### src/rtl/uart_wb_bridge.sv
`default_nettype none
// ============================================================================
// Module   : uart_wb_bridge
// Purpose  : UART command-frame receiver that runs single 32-bit Wishbone
//            master cycles and replies with a status byte (+ read data).
//            Optional feature macro: UART_WB_BRIDGE_TIMEOUT_EN
// Revision : 1.0  initial release
// ============================================================================
module uart_wb_bridge #(
    parameter int CLK_FREQ    = 40000000,
    parameter int BAUD_RATE   = 9600,
    parameter int ACK_TIMEOUT = 255
) (
    input  logic        wb_clk_i,
    input  logic        wb_rst_i,
    input  logic        rx,
    output logic        tx,
    output logic        wbm_cyc_o,
    output logic        wbm_stb_o,
    output logic        wbm_we_o,
    output logic [3:0]  wbm_sel_o,
    output logic [31:0] wbm_adr_o,
    output logic [31:0] wbm_dat_o,
    input  logic [31:0] wbm_dat_i,
    input  logic        wbm_ack_i,
    output logic        busy,
    output logic        err_o
);

    localparam int c_clk_div = CLK_FREQ / BAUD_RATE;
    localparam int c_cnt_w   = $clog2(c_clk_div);
    localparam logic [c_cnt_w-1:0] c_bit_end = c_cnt_w'(c_clk_div - 1);
    localparam logic [c_cnt_w-1:0] c_half    = c_cnt_w'(c_clk_div / 2 - 1);
    localparam logic [7:0] c_cmd_wr = 8'h57;
    localparam logic [7:0] c_cmd_rd = 8'h52;
    localparam logic [7:0] c_ack    = 8'h06;
    localparam logic [7:0] c_nak    = 8'h15;

    typedef enum logic [1:0] {
        RX_IDLE  = 2'd0,
        RX_START = 2'd1,
        RX_DATA  = 2'd2,
        RX_STOP  = 2'd3
    } rx_state_t;

    typedef enum logic [2:0] {
        ST_IDLE        = 3'd0,
        ST_ADDR        = 3'd1,
        ST_DATA        = 3'd2,
        ST_BUS         = 3'd3,
        ST_RESP_STATUS = 3'd4,
        ST_RESP_DATA   = 3'd5
    } state_t;

    // receive engine
    logic               rx_meta_q, rx_sync_q, rx_prev_q;
    rx_state_t          rx_state_q, rx_state_d;
    logic [c_cnt_w-1:0] rx_cnt_q, rx_cnt_d;
    logic [2:0]         rx_bit_q, rx_bit_d;
    logic [7:0]         rx_shift_q, rx_shift_d;
    logic               rx_valid_q, rx_valid_d;
    logic               rx_ferr_q, rx_ferr_d;

    // transmit engine
    logic [9:0]         tx_shift_q, tx_shift_d;
    logic [c_cnt_w-1:0] tx_cnt_q, tx_cnt_d;
    logic [3:0]         tx_bit_q, tx_bit_d;
    logic               tx_busy_q, tx_busy_d;
    logic               tx_done_q, tx_done_d;
    logic               tx_start;
    logic [7:0]         tx_data;

    // command FSM
    state_t             state_q, state_d;
    logic [1:0]         byte_cnt_q, byte_cnt_d;
    logic               we_q, we_d;
    logic [31:0]        adr_q, adr_d;
    logic [31:0]        dat_q, dat_d;
    logic [31:0]        rdata_q, rdata_d;
    logic [7:0]         status_q, status_d;
    logic               cyc_q, cyc_d;
    logic               sent_q, sent_d;
    logic               err_q, err_d;

`ifdef UART_WB_BRIDGE_TIMEOUT_EN
    localparam int c_to_raw = $clog2(ACK_TIMEOUT + 1);
    localparam int c_to_w   = (c_to_raw < 8) ? 8 : ((c_to_raw > 32) ? 32 : c_to_raw);
    localparam logic [c_to_w-1:0] c_to_last = c_to_w'(ACK_TIMEOUT - 1);
    localparam int c_gap_w  = $clog2(16 * c_clk_div + 1);
    localparam logic [c_gap_w-1:0] c_gap_limit = c_gap_w'(16 * c_clk_div);
    logic [c_to_w-1:0]  to_cnt_q, to_cnt_d;
    logic [c_gap_w-1:0] gap_cnt_q, gap_cnt_d;
`endif

    always_comb begin
        rx_state_d = rx_state_q;
        rx_cnt_d   = rx_cnt_q + 1'b1;
        rx_bit_d   = rx_bit_q;
        rx_shift_d = rx_shift_q;
        rx_valid_d = 1'b0;
        rx_ferr_d  = 1'b0;
        case (rx_state_q)
            RX_IDLE: begin
                rx_cnt_d = '0;
                if (rx_prev_q && !rx_sync_q) rx_state_d = RX_START;
            end
            RX_START: begin
                // a glitch shorter than half a bit is ignored
                if (rx_cnt_q == c_half) begin
                    rx_cnt_d   = '0;
                    rx_bit_d   = '0;
                    rx_state_d = rx_sync_q ? RX_IDLE : RX_DATA;
                end
            end
            RX_DATA: begin
                if (rx_cnt_q == c_bit_end) begin
                    rx_cnt_d   = '0;
                    rx_shift_d = {rx_sync_q, rx_shift_q[7:1]};
                    rx_bit_d   = rx_bit_q + 3'd1;
                    if (rx_bit_q == 3'd7) rx_state_d = RX_STOP;
                end
            end
            RX_STOP: begin
                if (rx_cnt_q == c_bit_end) begin
                    rx_valid_d = rx_sync_q;
                    rx_ferr_d  = !rx_sync_q;
                    rx_state_d = RX_IDLE;
                end
            end
            default: rx_state_d = RX_IDLE;
        endcase
    end

    always_comb begin
        tx_shift_d = tx_shift_q;
        tx_cnt_d   = tx_cnt_q;
        tx_bit_d   = tx_bit_q;
        tx_busy_d  = tx_busy_q;
        tx_done_d  = 1'b0;
        if (!tx_busy_q) begin
            if (tx_start) begin
                tx_shift_d = {1'b1, tx_data, 1'b0};
                tx_cnt_d   = '0;
                tx_bit_d   = '0;
                tx_busy_d  = 1'b1;
            end
        end else if (tx_cnt_q == c_bit_end) begin
            tx_cnt_d   = '0;
            tx_shift_d = {1'b1, tx_shift_q[9:1]};
            tx_bit_d   = tx_bit_q + 4'd1;
            if (tx_bit_q == 4'd9) begin
                tx_busy_d = 1'b0;
                tx_done_d = 1'b1;
            end
        end else begin
            tx_cnt_d = tx_cnt_q + 1'b1;
        end
    end

    always_comb begin
        state_d    = state_q;
        byte_cnt_d = byte_cnt_q;
        we_d       = we_q;
        adr_d      = adr_q;
        dat_d      = dat_q;
        rdata_d    = rdata_q;
        status_d   = status_q;
        cyc_d      = cyc_q;
        sent_d     = sent_q;
        err_d      = 1'b0;
        tx_start   = 1'b0;
        tx_data    = status_q;
`ifdef UART_WB_BRIDGE_TIMEOUT_EN
        to_cnt_d  = (state_q == ST_BUS) ? to_cnt_q + 1'b1 : '0;
        gap_cnt_d = ((state_q == ST_ADDR || state_q == ST_DATA) && rx_state_q == RX_IDLE)
                    ? gap_cnt_q + 1'b1 : '0;
`endif
        case (state_q)
            ST_IDLE: begin
                if (rx_valid_q) begin
                    byte_cnt_d = '0;
                    if (rx_shift_q == c_cmd_wr || rx_shift_q == c_cmd_rd) begin
                        we_d    = (rx_shift_q == c_cmd_wr);
                        state_d = ST_ADDR;
                    end else begin
                        status_d = c_nak;
                        err_d    = 1'b1;
                        sent_d   = 1'b0;
                        state_d  = ST_RESP_STATUS;
                    end
                end
            end
            ST_ADDR: begin
                if (rx_valid_q) begin
                    adr_d      = {adr_q[23:0], rx_shift_q};
                    byte_cnt_d = byte_cnt_q + 2'd1;
                    if (byte_cnt_q == 2'd3) begin
                        state_d = we_q ? ST_DATA : ST_BUS;
                        cyc_d   = !we_q;
                    end
                end
            end
            ST_DATA: begin
                if (rx_valid_q) begin
                    dat_d      = {dat_q[23:0], rx_shift_q};
                    byte_cnt_d = byte_cnt_q + 2'd1;
                    if (byte_cnt_q == 2'd3) begin
                        state_d = ST_BUS;
                        cyc_d   = 1'b1;
                    end
                end
            end
            ST_BUS: begin
                if (wbm_ack_i) begin
                    if (!we_q) rdata_d = wbm_dat_i;
                    cyc_d    = 1'b0;
                    status_d = c_ack;
                    sent_d   = 1'b0;
                    state_d  = ST_RESP_STATUS;
`ifdef UART_WB_BRIDGE_TIMEOUT_EN
                    to_cnt_d = '0;
                end else if (to_cnt_q == c_to_last) begin
                    cyc_d    = 1'b0;
                    status_d = c_nak;
                    err_d    = 1'b1;
                    sent_d   = 1'b0;
                    state_d  = ST_RESP_STATUS;
                    to_cnt_d = '0;
`endif
                end
            end
            ST_RESP_STATUS: begin
                tx_start = !sent_q;
                if (!sent_q) sent_d = 1'b1;
                if (tx_done_q) begin
                    sent_d     = 1'b0;
                    byte_cnt_d = '0;
                    state_d    = (status_q == c_ack && !we_q) ? ST_RESP_DATA : ST_IDLE;
                end
            end
            ST_RESP_DATA: begin
                tx_data  = rdata_q[31:24];
                tx_start = !sent_q;
                if (!sent_q) sent_d = 1'b1;
                if (tx_done_q) begin
                    rdata_d    = {rdata_q[23:0], 8'h00};
                    sent_d     = 1'b0;
                    byte_cnt_d = byte_cnt_q + 2'd1;
                    if (byte_cnt_q == 2'd3) state_d = ST_IDLE;
                end
            end
            default: state_d = ST_IDLE;
        endcase
        // a bad stop bit only aborts frame reception; a bus cycle or reply keeps going
        if (rx_ferr_q) begin
            err_d = 1'b1;
            if (state_q == ST_IDLE || state_q == ST_ADDR || state_q == ST_DATA) state_d = ST_IDLE;
        end
`ifdef UART_WB_BRIDGE_TIMEOUT_EN
        if ((state_q == ST_ADDR || state_q == ST_DATA) && gap_cnt_q == c_gap_limit) begin
            err_d   = 1'b1;
            state_d = ST_IDLE;
        end
`endif
    end

    always_ff @(posedge wb_clk_i) begin
        if (wb_rst_i) begin
            rx_meta_q  <= 1'b1;
            rx_sync_q  <= 1'b1;
            rx_prev_q  <= 1'b1;
            rx_state_q <= RX_IDLE;
            rx_cnt_q   <= '0;
            rx_bit_q   <= '0;
            rx_shift_q <= '0;
            rx_valid_q <= 1'b0;
            rx_ferr_q  <= 1'b0;
            tx_shift_q <= '1;
            tx_cnt_q   <= '0;
            tx_bit_q   <= '0;
            tx_busy_q  <= 1'b0;
            tx_done_q  <= 1'b0;
            state_q    <= ST_IDLE;
            byte_cnt_q <= '0;
            we_q       <= 1'b0;
            adr_q      <= '0;
            dat_q      <= '0;
            rdata_q    <= '0;
            status_q   <= '0;
            cyc_q      <= 1'b0;
            sent_q     <= 1'b0;
            err_q      <= 1'b0;
`ifdef UART_WB_BRIDGE_TIMEOUT_EN
            to_cnt_q   <= '0;
            gap_cnt_q  <= '0;
`endif
        end else begin
            rx_meta_q  <= rx;
            rx_sync_q  <= rx_meta_q;
            rx_prev_q  <= rx_sync_q;
            rx_state_q <= rx_state_d;
            rx_cnt_q   <= rx_cnt_d;
            rx_bit_q   <= rx_bit_d;
            rx_shift_q <= rx_shift_d;
            rx_valid_q <= rx_valid_d;
            rx_ferr_q  <= rx_ferr_d;
            tx_shift_q <= tx_shift_d;
            tx_cnt_q   <= tx_cnt_d;
            tx_bit_q   <= tx_bit_d;
            tx_busy_q  <= tx_busy_d;
            tx_done_q  <= tx_done_d;
            state_q    <= state_d;
            byte_cnt_q <= byte_cnt_d;
            we_q       <= we_d;
            adr_q      <= adr_d;
            dat_q      <= dat_d;
            rdata_q    <= rdata_d;
            status_q   <= status_d;
            cyc_q      <= cyc_d;
            sent_q     <= sent_d;
            err_q      <= err_d;
`ifdef UART_WB_BRIDGE_TIMEOUT_EN
            to_cnt_q   <= to_cnt_d;
            gap_cnt_q  <= gap_cnt_d;
`endif
        end
    end

    assign tx        = tx_shift_q[0];
    assign wbm_cyc_o = cyc_q;
    assign wbm_stb_o = cyc_q;
    assign wbm_we_o  = cyc_q & we_q;
    assign wbm_sel_o = {4{cyc_q}};
    assign wbm_adr_o = adr_q;
    assign wbm_dat_o = dat_q;
    assign busy      = (state_q != ST_IDLE);
    assign err_o     = err_q;

endmodule
`default_nettype wire

### config.mk
export PLATFORM = sky130hd
export DESIGN_NAME = uart_wb_bridge
export DESIGN_NICKNAME = d
export VERILOG_FILES = /design/src/rtl/uart_wb_bridge.sv
export SDC_FILE = /design/constraint.sdc
export NUM_CORES = 1
export LEC_CHECK = 0
export ABC_AREA = 1
export BUFFER_PORTS_ARGS = -buffer_cell sky130_fd_sc_hd__buf_2
export CAP_MARGIN = 20
export CORE_ASPECT_RATIO = 1.2
export CORE_MARGIN = 2
export CORE_UTILIZATION = 57
export CTS_BUF_LIST = sky130_fd_sc_hd__clkbuf_8 sky130_fd_sc_hd__clkbuf_16
export CTS_CLUSTER_SIZE = 14
export DETAILED_ROUTE_END_ITERATION = 8
export PLACE_DENSITY_LB_ADDON = 0.25
export SYNTH_ARGS = -nofsm -noshare
export SYNTH_HDL_FRONTEND = slang
export SYNTH_SLANG_ARGS = --single-unit
### constraint.sdc
create_clock -name wb_clk_i -period 2 [get_ports wb_clk_i]
set_clock_uncertainty 0.1 [all_clocks]
set_input_delay 0.1 -clock wb_clk_i [delete_from_list [all_inputs] [get_ports wb_clk_i]]
set_output_delay 0.1 -clock wb_clk_i [all_outputs]
set_load 0.02 [all_outputs]
# Word-level counts from Yosys, hierarchy flattened
# Index checks and enable logic that the tools add are counted.
# totals
word_cells	173
regBits	173
latch_bits	0
mem_count	0
ramBits	0
output_inout_bits	74
input_bits	36
mem_bits_ro	0
# op_classes
order_cmp	0
add_sub_neg	5
mux	71
n_shift	0
n_eq_ne	34
bitwise	5
n_reduce_logical	34
n_div	0
mul	0
# op_table
operator	count
$mux W32	3
$mux W13	5
$pmux W32 S2	1
$mux W3	15
$pmux W13 S3	1
$mux W8	4
$mux W10	3
$ne A2 B2 Y1 const B	15
$add A13 B1 Y13 const B	2
$eq A13 B13 Y1 const B	2
$mux W2	10
$mux W1	19
$pmux W3 S6	1
$eq A8 B7 Y1 const B	2
$pmux W2 S4	2
$pmux W8 S2	1
$eq A13 B12 Y1 const B	1
$mux W4	3
$reduce_and A4 Y1	3
$reduce_and A5 Y1	2
$eq A3 B3 Y1 const B	3
$reduce_bool A3 Y1	3
$eq A8 B3 Y1 const B	1
$reduce_and A2 Y1	4
other kinds (24)	43

# Logic depth before layout (Yosys ltp)
# depth
ltp_word	7
depth_mapped	10
ltp_nobuf	10

# Worst setup path after synthesis
# Ideal clock, no wire load.
# synth_path
kind	reg2reg
start	reg tx_cnt_q[0]
end	reg tx_cnt_q[10]
period_less_slack_ps	1510
setup_ps	58
required_time_ps	1842
path_buffers	0
path_stages_with_launch	9
arrival_ps	1352
slack_ps	490
path_cell_list	dfxtp_1 -> ha_1 -> nand2_1 -> nor2_1 -> nand2_1 -> nor2_1 -> nand3_1 -> a21oi_1 -> o21a_1
# synth_between
elab_chain_len	3
word_cells_on_any_way	4
cone_classes	1 x add/sub; 1 x eq/ne; 2 x mux
# synth_rtl
element	line	source
start: declaration	66	logic [c_cnt_w-1:0] tx_cnt_q, tx_cnt_d;
start signal: assignment	308	tx_cnt_q <= tx_cnt_d;
$add A13 B1 Y13 / $eq A13 B13 Y1 (equally long branches)	156, 147	
$mux W13 (*)	147	end else if (tx_cnt_q == c_bit_end) begin
$mux W13 (*)	140	if (!tx_busy_q) begin
# Every way passes the cells marked *; elsewhere a longest branch is shown, timed or not.
# A chain may end at the register's enable or synchronous reset.

# Worst setup path after layout
# layout_path
start	reg state_q[0]
end	reg tx_shift_q[1]
# layout_between
elab_chain_len	5
word_cells_on_any_way	9
cone_classes	2 x eq/ne; 4 x mux; 3 x reduce/logical
# layout_rtl
element	line	source
start: declaration	74	state_t state_q, state_d;
start signal: assignment	312	state_q <= state_d;
$eq A3 B3 Y1	178	case (state_q)
$reduce_or A2 Y1 (no line)	-	
$mux W1	-	
$reduce_bool A2 Y1 (no line)	-	
$reduce_and A2 Y1 (no line)	-	
end signal: assignment	307	tx_shift_q <= tx_shift_d;
end: declaration	65	logic [9:0] tx_shift_q, tx_shift_d;
# Parallel ways exist; a longest one is shown, timed or not. The select of a mux whose other input is x is not followed.

==> impl_metrics.py <==
metrics = {
    "placement": {
        "dp_hpwl_um": 11100,
        "dp.cells": 1281,
        "io_buffers": 109,
        "gp_congestion": 0.887,
        "pre_cts_ws_ps": 220,
    },
    "critical_path": {
        "slowest_stage": "dfxtp_1",
        "path_common_cell": "inv_2",
        "slowest_delay_ps": 440,
        "worstPathMaxFanout": 27,
        "worstPathCellList": "inv_2 > nor2_4 > nand2_4 > inv_2 > nand2_1 > a21oi_1 > o21ai_0 > nand3_1",
        "startpoint_type": "flop",
        "critPathCaptureType": "flop",
        "crit_type": "flop to flop",
        "r2r-start": "state_q[0]",
        "required_ps": 2270,
        "r2r_end": "tx_shift_q[1]",
        "path_buf_inv": 2,
        "critPathArrivalTime_ps": 2080,
        "r2r.worst_path.cells": 8,
        "path_delay_family": "simple AND/OR/NAND/NOR gates",
        "reg2reg_slack_ps": 190,
    },
    "floorplan": {
        "dieArea_sq_um": 13800,
        "io_pins": 110,
        "die_w_um": 108,
        "start_util_pct": 58.1,
        "die_h_um": 128,
        "num_rows": 45,
        "core-area_sq_um": 12600,
    },
    "synth": {
        "syn_area_sq_um": 7330,
        "synth_area_leaders": "dfxtp_1 46%, nand2_1 11%, nor2_1 11%, o21ai_0 8.1%, a21oi_1 4.6%",
        "ys_seq_elements": 167,
        "synthArstFlopShare_pct": 0,
        "synthFlopType": "dfxtp_1",
        "synthCells": 1042,
        "yosysWarnings": 0,
        "synth_area_per_cell_sq_um": 7.03,
        "synthDistinctLibCells": 35,
        "synth_edf_count": 0,
        "synth_top_area_share_pct": 45.6,
        "ys_seq_area_share_pct": 45.6,
        "synth_top_cell_by_area": "dfxtp_1",
        "syn_nets": 1088,
    },
    "timing": {
        "rsz0062_at_grt": "false",
        "setup_viol_count_final": 0,
        "worst_slack_ps": 190,
        "max_slew_margin_pct": 64.7,
        "worstMarginPinSlew_ps": 525,
        "hold_viol": 0,
        "drv_slew": 0,
        "min_period_ps": 1810,
        "fin_crit_sh_pct": 90.5,
        "fmaxAchievable_mhz": 553,
        "setup_tns_ps": 0,
    },
    "global_routing": {
        "grt_max_degree": 84,
        "met3_usage_pct": 5.54,
        "top_usage_layer": "met2",
        "grt_util_met1_pct": 33.2,
        "grt_first_pass_wirelength_um": 28700,
        "grt_pass1_vias": 6255,
        "antenna_found_initial": 0,
        "overflow": 0,
        "use_met2_pct": 41.5,
        "grt_usage_pct": 25.6,
    },
    "cells_and_area": {
        "fill_cells": 1064,
        "num-nets-final": 1216,
        "final-instance-count-excl-fill": 1347,
        "fin_util_pct": 70.3,
        "area_growth_pct": 20.9,
        "drive_above_1_share_pct": 15.6,
    },
    "clocking": {
        "cts_root_buf": "clkbuf_16",
        "clkLatencyLatePin_ps": 440,
        "clk_pin_slew_worst_paths_ps": 60,
        "numCtsBuffers": 17,
        "clock-sinks": 167,
        "cts_tree": "built",
        "cts_max_path_buffers": 2,
        "cts.htree.levels": 4,
        "postCtsSetupRepairBufs": 0,
    },
    "route": {
        "drtIter0Drc": 519,
        "ant_nets": 0,
        "drc": 0,
        "dr.pass1.iters": 5,
        "vias": 6946,
        "vias_per_cell": 5.16,
        "drt-wirelength-per-cell_um": 12.8,
        "routed_wl_um": 17300,
    },
    "worst_hold_path": {
        "worstHoldStart": "wb_rst_i",
        "hp-class": "primary input to flop",
        "hold_end": "status_q[1]",
        "hold_depth": 4,
    },
    "power": {
        "p_per_area_nw_per_um2": 761,
        "p_leak_nw": 4.05,
        "ir_drop_mv": 0.509,
    },
    "run": {
        "maxCapViolCount": 0,
    },
    "run_status": {
        "status": "completed",
    },
}
[flip-flops by register name, summed over array words and instances, names as in the netlist, 4 cells and up, named ones only]
register    flops
wbm_adr_o      32
rx_shift_q      8
tx_shift_q      9
wbm_dat_o      32
tx_cnt_q       13
rx_cnt_q       13
tx_bit_q        4
rdata_q        32
[cells by family after synthesis]
family | after synthesis | share of synthesized area (%)
AO/OA/AOI/OAI | 200 | 14.1
XOR/XNOR | 6 | 0.717
adder cells (fa/ha/maj) | 10 | 1.71
buffers and inverters | 130 | 7.95
flip-flops | 167 | 45.6
AND/OR/NAND/NOR | 529 | 29.9
[repair_timing]
| action | in CTS | in global routing |
|---|---|---|
| hold buffers | 34 | 0 |
| setup endpoints to repair | 0 | 10 |
| resized for setup | 0 | 4 |
| hold endpoints to repair | 36 | 0 |
[cells in the final DEF, fill, tap and decap left out, drive strengths merged, types with 3 or more instances in the layout]
cell / count
nand2: 223
nor2: 210
dfxtp: 167
buf: 126
o21ai: 125
inv: 83
a21oi: 68
nand3: 61
dlygate4sd3: 34
clkbuf: 18
nor3: 14
nand4: 13
ha: 10
or2: 5
xor2: 5
clkinv: 5
clkinvlp: 3
[synthesized netlist by cell type, drive strengths merged (2+ instances only)]
cell    instances
nand3          61
nor3           14
nor2          210
o21bai          2
buf            26
dfxtp         167
o21ai         125
a21oi          68
nand4          13
nand2         223
clkbuf         25
o21a            2
xor2            5
ha             10
inv            79
nand3b          2
or2             5
o211ai          2
[cell type report]
| type | count | area, sq um | area share (%) |
|---|---|---|---|
| antenna | 1 | 2.50 | 0.0282 |
| timing repair buffer | 160 | 1030 | 11.6 |
| inverter | 79 | 299 | 3.37 |
| multi-input combinational | 745 | 3420 | 38.6 |
| sequential | 167 | 3340 | 37.7 |
| clock buffer | 18 | 439 | 4.95 |
| tap | 164 | 205 | 2.32 |
| clock inverter | 13 | 124 | 1.40 |
[worst max path at each step]
stage	cells past startpoint	start	end	slack [ps]
after global placement	9	state_q[0]	rdata_q[5]	270
after floorplan	8	tx_cnt_q[0]	tx_cnt_q[10]	490
after global routing	8	rx_cnt_q[0]	rx_cnt_q[9]	10
after detailed placement	7	rx_cnt_q[0]	rx_cnt_q[10]	220
after CTS	9	state_q[0]	rdata_q[21]	200
final	8	state_q[0]	tx_shift_q[1]	190
[power by group]
part           switching (mW)  internal [mW]
Sequential             0.0122           3.34
Clock                    1.37           1.75
Combinational           0.150          0.125
[worst min-delay path, stage by stage]
cell and delay [ps]:
buf_2 90, inv_2 170, nand2_1 120, a21oi_1 40
[through the flow]
step	area, sq um	power, mW	hold WS [ps]
2_1_floorplan	7330	3.56	104
3_3_place_gp	7940	3.63	189
3_5_place_dp	7940	3.63	186
4_1_cts	8840	6.77	20.2
5_1_grt	8860	6.95	78.7
6_report	8860	6.75	43.2
[layer usage]
layer  share of wire, %  vias to the layer above
met4                2.2                        0
met3                4.5                       35
li1                   -                     3610
met2                 48                      188
met1                 45                     3113
met5                  0                        -
(Power assumes the default switching activity.)
